File: config.mk
export PLATFORM = sky130hd
export DESIGN_NAME = eei_sreg_seq
export DESIGN_NICKNAME = d
export VERILOG_FILES = /design/src/rtl/eei_sreg_seq.sv
export SDC_FILE = /design/constraint.sdc
export NUM_CORES = 1
export LEC_CHECK = 0
export BUFFER_PORTS_ARGS = -buffer_cell sky130_fd_sc_hd__buf_2
export CAP_MARGIN = 20
export CORE_ASPECT_RATIO = 1.2
export CORE_UTILIZATION = 40
export DETAILED_ROUTE_END_ITERATION = 16
export PLACE_DENSITY = 0.68
export SKIP_CTS_REPAIR_TIMING = 1
export SLEW_MARGIN = 30
export SYNTH_ARGS = -nofsm -noshare
export SYNTH_HDL_FRONTEND = slang
export SYNTH_SLANG_ARGS = --single-unit
File: constraint.sdc
create_clock -name clk_i -period 2.45 [get_ports clk_i]
set_input_delay 0.1225 -clock clk_i [delete_from_list [all_inputs] [get_ports clk_i]]
set_output_delay 0.1225 -clock clk_i [all_outputs]
set_load 0.01 [all_outputs]
File: src/rtl/eei_sreg_seq.sv
// eei_sreg_seq -- sequencer between the core GPR file and the snapshot
// register file (snapreg).
//
// A command names an operation (funct7), a first GPR index and a register
// count. SAVE (funct7=0x00) gathers the named GPRs into a local buffer one
// register per cycle and then offers them to the snapreg. RESTORE
// (funct7=0x40) asks the snapreg first and then scatters the returned values
// into the GPRs, one register per cycle, never writing x0. Any other funct7
// that passes the range check is forwarded to the snapreg unchanged. Every
// accepted command ends with a single-cycle done_o pulse, with error_o valid
// alongside it.
//
// Ports
//   clk_i, rst_ni                      clock, async active-low reset
//   cmd_valid_i / cmd_ready_o          command handshake (ready only in IDLE)
//   cmd_funct7_i/start_i/len_i         operation, first GPR index, count
//   gpr_raddr_o / gpr_rdata_i          combinational GPR read port
//   gpr_we_o/waddr_o/wdata_o           GPR write port
//   sreg_req_o, sreg_funct7_o,
//   sreg_batch_start_o/len_o           snapreg request and its fields
//   sreg_rs_val_o                      RS_MAX x 32 values to save, entry i at [32*i +: 32]
//   sreg_ack_i, sreg_error_i           snapreg acknowledge / error
//   sreg_rd_val_i                      RD_MAX x 32 restored values, valid with ack
//   done_o, error_o                    completion pulse, error qualified by done
module eei_sreg_seq #(
  parameter int RS_MAX = 4,
  parameter int RD_MAX = 4
) (
  input  logic                   clk_i,
  input  logic                   rst_ni,
  input  logic                   cmd_valid_i,
  output logic                   cmd_ready_o,
  input  logic [6:0]             cmd_funct7_i,
  input  logic [4:0]             cmd_start_i,
  input  logic [4:0]             cmd_len_i,
  output logic [4:0]             gpr_raddr_o,
  input  logic [31:0]            gpr_rdata_i,
  output logic                   gpr_we_o,
  output logic [4:0]             gpr_waddr_o,
  output logic [31:0]            gpr_wdata_o,
  output logic                   sreg_req_o,
  output logic [6:0]             sreg_funct7_o,
  output logic [4:0]             sreg_batch_start_o,
  output logic [4:0]             sreg_batch_len_o,
  output logic [32*RS_MAX-1:0]   sreg_rs_val_o,
  input  logic                   sreg_ack_i,
  input  logic                   sreg_error_i,
  input  logic [32*RD_MAX-1:0]   sreg_rd_val_i,
  output logic                   done_o,
  output logic                   error_o
);

  localparam int DATA_W = 32;
  // One buffer serves both directions, so it is sized for the larger one.
  localparam int BUF_N  = (RS_MAX > RD_MAX) ? RS_MAX : RD_MAX;

  localparam logic [6:0] F7_SAVE    = 7'h00;
  localparam logic [6:0] F7_RESTORE = 7'h40;
  localparam logic [5:0] RS_LIM     = 6'(RS_MAX);
  localparam logic [5:0] RD_LIM     = 6'(RD_MAX);

  localparam logic [2:0] S_IDLE    = 3'd0;
  localparam logic [2:0] S_GATHER  = 3'd1;
  localparam logic [2:0] S_REQ     = 3'd2;
  localparam logic [2:0] S_SCATTER = 3'd3;
  localparam logic [2:0] S_DONE    = 3'd4;

  logic [2:0]        state;
  // Low during reset and until the first edge after release, so that
  // cmd_ready_o is 0 while rst_ni is held low.
  logic              run;
  logic [6:0]        funct7_q;
  logic [4:0]        start_q;
  logic [4:0]        len_q;
  logic [4:0]        idx_q;
  logic              err_q;
  logic [DATA_W-1:0] sbuf [BUF_N];

  logic              accept;
  logic [5:0]        end_sum;
  logic              chk_err;
  logic [4:0]        cur_reg;
  logic              last_idx;

  assign accept   = cmd_valid_i && cmd_ready_o;
  // 6-bit sum so that start+len=32 (ending exactly at x31) is still legal.
  assign end_sum  = {1'b0, cmd_start_i} + {1'b0, cmd_len_i};
  assign cur_reg  = start_q + idx_q;
  assign last_idx = (idx_q == len_q - 5'd1);

  always_comb begin
    chk_err = (end_sum > 6'd32);
    if (cmd_funct7_i == F7_SAVE && {1'b0, cmd_len_i} > RS_LIM) begin
      chk_err = 1'b1;
    end
    if (cmd_funct7_i == F7_RESTORE && {1'b0, cmd_len_i} > RD_LIM) begin
      chk_err = 1'b1;
    end
  end

  // ---- state, command and buffer registers ----
  always_ff @(posedge clk_i or negedge rst_ni) begin
    if (!rst_ni) begin
      state    <= S_IDLE;
      run      <= 1'b0;
      funct7_q <= '0;
      start_q  <= '0;
      len_q    <= '0;
      idx_q    <= '0;
      err_q    <= 1'b0;
      for (int i = 0; i < BUF_N; i++) begin
        sbuf[i] <= '0;
      end
    end else begin
      run <= 1'b1;
      case (state)
        S_IDLE: begin
          if (accept) begin
            funct7_q <= cmd_funct7_i;
            start_q  <= cmd_start_i;
            len_q    <= cmd_len_i;
            idx_q    <= '0;
            err_q    <= chk_err;
            if (chk_err || cmd_len_i == 5'd0) begin
              state <= S_DONE;
            end else if (cmd_funct7_i == F7_SAVE) begin
              state <= S_GATHER;
            end else begin
              state <= S_REQ;
            end
          end
        end
        S_GATHER: begin
          for (int i = 0; i < BUF_N; i++) begin
            if (idx_q == 5'(i)) begin
              sbuf[i] <= gpr_rdata_i;
            end
          end
          if (last_idx) begin
            idx_q <= '0;
            state <= S_REQ;
          end else begin
            idx_q <= idx_q + 5'd1;
          end
        end
        S_REQ: begin
          if (sreg_ack_i) begin
            err_q <= sreg_error_i;
            if (funct7_q == F7_RESTORE) begin
              for (int i = 0; i < RD_MAX; i++) begin
                sbuf[i] <= sreg_rd_val_i[DATA_W*i +: DATA_W];
              end
            end
            if (funct7_q == F7_RESTORE && !sreg_error_i) begin
              state <= S_SCATTER;
            end else begin
              state <= S_DONE;
            end
          end
        end
        S_SCATTER: begin
          // The x0 slot still takes its cycle; only the write enable drops.
          if (last_idx) begin
            idx_q <= '0;
            state <= S_DONE;
          end else begin
            idx_q <= idx_q + 5'd1;
          end
        end
        S_DONE: begin
          state <= S_IDLE;
        end
        default: begin
          state <= S_IDLE;
        end
      endcase
    end
  end

  // ---- output decode ----
  always_comb begin
    cmd_ready_o        = run && (state == S_IDLE);
    gpr_raddr_o        = '0;
    gpr_we_o           = 1'b0;
    gpr_waddr_o        = '0;
    gpr_wdata_o        = '0;
    sreg_req_o         = 1'b0;
    sreg_funct7_o      = '0;
    sreg_batch_start_o = '0;
    sreg_batch_len_o   = '0;
    sreg_rs_val_o      = '0;
    done_o             = 1'b0;
    error_o            = 1'b0;
    case (state)
      S_GATHER: begin
        gpr_raddr_o = cur_reg;
      end
      S_REQ: begin
        sreg_req_o         = 1'b1;
        sreg_funct7_o      = funct7_q;
        sreg_batch_start_o = start_q;
        sreg_batch_len_o   = len_q;
        // Entries beyond len are zeroed so stale buffer contents never leak.
        for (int i = 0; i < RS_MAX; i++) begin
          if (5'(i) < len_q) begin
            sreg_rs_val_o[DATA_W*i +: DATA_W] = sbuf[i];
          end
        end
      end
      S_SCATTER: begin
        gpr_waddr_o = cur_reg;
        gpr_we_o    = (cur_reg != 5'd0);
        for (int i = 0; i < BUF_N; i++) begin
          if (idx_q == 5'(i)) begin
            gpr_wdata_o = sbuf[i];
          end
        end
      end
      S_DONE: begin
        done_o  = 1'b1;
        error_o = err_q;
      end
      default: begin
      end
    endcase
  end

endmodule

==> key figures <==
Synth
  – Synth top area cells: dfrtp_1 (40%), a21oi_1 (12%), and2_1 (11%), nor2_1 (7.3%), a222oi_1 (3.3%)
  – Syn_nets: 1395
  – Synth cell types: 56
  – Post-synth ARST share: 100%
  – Most instantiated cells after synthesis: a21oi_1 (235), nor2_1 (188), and2_1 (166)
  – Top-count cell post-synth: a21oi_1
  – Yosys reg bits: 155
  – Sequential area share after synthesis: 40.0%
  – Post-synthesis area per instance: 8.10 um^2
  – Gate Count Post-Synth: 1196
  – Largest area contributor in the netlist: dfrtp_1
  – Yosys warns: 0
  – Post-synth EDFFs: 0
  – Top FF cell, synth: dfrtp_1
  – Top-area cell type share of the netlist area: 40.0%
  – Mapped Area: 9690 um^2

Worst setup path
  – Slowest-stage cell, CP: a222oi_1
  – CP Capture Point: gpr_wdata_o[6]
  – Crit Path Max Fanout: 26
  – Worst setup path class: reg2out
  – CP Data Arrival Time: 2.26 ns
  – Reg2Reg Depth: 8
  – Slowest stage delay, CP: 0.49 ns
  – CP bufs+invs: 3
  – Worst setup SP type: flop
  – CP top delay family: buffers and inverters
  – Reg2Reg Setup Slack: 0.18 ns
  – Crit path capture type: output port
  – Cell chain of the critical path: buf_4 -> ha_2 -> buf_4 -> a222oi_1 -> nor3_1 -> buf_2
  – Worst path required time: 2.33 ns
  – Worst setup path startpoint: idx_q[0]
  – Crit path top cell by count: buf_4
  – Stages on worst setup path: 6
  – Reg2Reg Launch Point: len_q[0]
  – R2R Path End: idx_q[2]

Die
  – I/O pins: 374
  – Die area: 24800 um^2
  – Chip height: 172 um
  – Core area: 23900 um^2
  – Initial Utilization: 40.5%
  – Chip width: 144 um
  – # rows: 62

Timing
  – Hold slack: -0.00973 ns
  – Final worst path period share: 97.2%
  – Max Clock Skew: 0.0114 ns
  – Actual slew at the worst max-slew pin: 0.530 ns
  – RSZ-0062 raised after global routing: true
  – FMAX: 0.420 GHz
  – Slew margin rel.: 64.6%
  – Final WS setup: 0.0687 ns
  – Post-layout minimum cycle time: 2.38 ns
  – Slew Limit Fails: 0
  – Final Hold Viols: 18
  – Final setup violation count: 0

Power and ir drop
  – Clock group share of total power: 19.9%
  – Psw: 5.87 mW
  – Power Dens Cells: 1060 nW/um^2
  – Switch share: 42.3%
  – Internal Power: 8.00 mW
  – Peak VDD IR: 0.000510 V
  – Sequential power share: 32.0%
  – Comb power frac: 48.1%
  – Lkg Pwr: 6.60 nW

Drt
  – # DRC: 0
  – 1st-iter DRT viols: 941
  – DR vias/cell: 5.44
  – Via count: 10411
  – Detailed Route WL: 37000 um
  – Wire per inst: 19.3 um
  – First-pass DRT Iterations: 10
  – ANT nets after route: 0

Global route
  – Largest net degree at the start of global routing: 93
  – First-pass GRT wire length: 53500 um
  – Grt total ovfl: 0
  – Vias in the first global route: 9439
  – Initial antenna violation count: 7
  – GRT Overall Usage: 29.0%

Flow run
  – Max-cap violations: 0

Clocking
  – CTS root buf: clkbuf_16
  – Max clock buf depth: 2
  – CTS tree: done
  – Cts bufs inserted: 17
  – Worst-Skew Late Latency: 0.43 ns
  – H-tree depth: 4
  – Clock sink count: 155
  – Clock slew at reported path FFs: 0.07 ns

Finish
  – Share of layout cells above drive strength 1: 34.1%
  – Multi-input gate area: 5440 um^2
  – Fin area: 13100 um^2
  – # fillers: 2293
  – Core Util, Final: 54.8%
  – Nets: 1771
  – Register area: 3880 um^2
  – Area added between synthesis and finish: 35.3%

Status
  – Status: finished, violations left
  – Failing checks: hold timing

Place
  – DP HPWL: 26400 um
  – GP Congestion: 0.888
  – Placed Area: 12100 um^2
  – Pre-CTS setup slack: 0.222 ns
  – Port bufs: 373

Hold path
  – Hold Path Class: in2reg
cell type report:
cell class | instances | area share [%]
Clock inverter | 8 | 0.812
Sequential cell | 155 | 29.7
Multi-Input combinational cell | 936 | 41.5
Timing Repair Buffer | 454 | 20.7
Clock buffer | 24 | 3.83
Antenna cell | 8 | 0.153
Inverter | 8 | 0.248
Tap cell | 320 | 3.06
cells by family (layout without fill, tap and decap cells):
family / after synthesis / after routing / synth area share (%)
flops: 155 / 155 / 40.0
xor+xnor: 11 / 11 / 0.995
compound gates: 370 / 370 / 23.0
fa+ha+maj: 17 / 17 / 2.35
mux: 16 / 16 / 1.85
other cells: 1 / 9 / 0.0387
buf+inv: 105 / 494 / 5.18
simple gates: 521 / 521 / 26.6
metal layers:
metal / wire length, um / track usage (%) / up-vias
li1: - / - / 4903
met4: 1010 / 11.3 / 0
met3: 2510 / 5.48 / 60
met5: 0 / 0 / -
met1: 15400 / 37.2 / 4952
met2: 18100 / 48.0 / 496
power by group through the flow:
stage / clock network, mW / registers, mW / logic (mW)
6_report: 2.77 / 4.43 / 6.67
4_1_cts: 2.80 / 4.40 / 6.54
2_1_floorplan: 0 / 4.15 / 4.21
3_5_place_dp: 0 / 4.44 / 6.50
5_1_grt: 2.92 / 4.57 / 7.33
3_3_place_gp: 0 / 4.40 / 6.41
per-stage QoR:
step	std cells	power, mW	hold WS (ns)	setup TNS [ns]
final	1913	13.9	-0.00973	0
after global routing	1911	14.8	0.000823	-0.0166
after CTS	1874	13.7	-0.443	-4.47
after detailed placement	1842	10.9	0.0123	0
after global placement	1842	10.8	0.00947	0
after floorplan	1196	8.36	-0.173	0
flip-flops by register name (all words and copies together), names as in the netlist:
register,flops
run,1
sbuf,128
idx_q,5
state,3
funct7_q,7
err_q,1
start_q,5
len_q,5
worst min-delay path by stage:
stage                 startpoint  endpoint  cells after the start
4_1_cts                   rst_ni  sbuf[73]                      1
3_3_place_gp              rst_ni  sbuf[73]                      1
2_1_floorplan             rst_ni     err_q                      0
3_5_place_dp              rst_ni  sbuf[73]                      1
6_report            cmd_len_i[3]  len_q[3]                      2
5_1_grt        sreg_rd_val_i[73]  sbuf[41]                      3
worst register-to-register path, stage by stage (launching register included):
cell and delay (ns):
dfrtp_1 0.44, inv_1 0.14, ha_1 0.32, xor2_1 0.14
o211ai_1 0.10, a211o_1 0.29, o21ai_1 0.41, o22ai_1 0.13
a21o_1 0.19
cell usage in the layout, fill, tap and decap left out, types with 3 or more instances in the layout:
cell / Yosys / final
a31oi_1: 5 / 4
a21oi_4: 1 / 3
nor3_1: 37 / 37
inv_1: 7 / 7
dfrtp_2: 0 / 5
dlygate4sd3_1: 0 / 21
o21ai_0: 41 / 40
mux2_2: 15 / 15
dfrtp_1: 155 / 150
nand2_1: 81 / 78
ha_2: 0 / 4
clkbuf_8: 0 / 5
buf_12: 0 / 12
nand3_1: 4 / 4
xnor2_1: 5 / 4
nor2_1: 188 / 186
diode_2: 0 / 8
ha_1: 15 / 10
a21oi_1: 235 / 232
and2_1: 166 / 165
a21oi_2: 28 / 29
buf_6: 8 / 8
buf_2: 17 / 372
a211o_1: 4 / 4
nand2_2: 3 / 4
buf_4: 7 / 40
clkbuf_16: 0 / 17
a222oi_1: 32 / 32
nor2b_1: 4 / 4
nand2b_1: 5 / 5
xor2_1: 6 / 6
and3_1: 21 / 21
a21o_1: 7 / 7
Note: power is estimated with default switching activity, not from simulation.
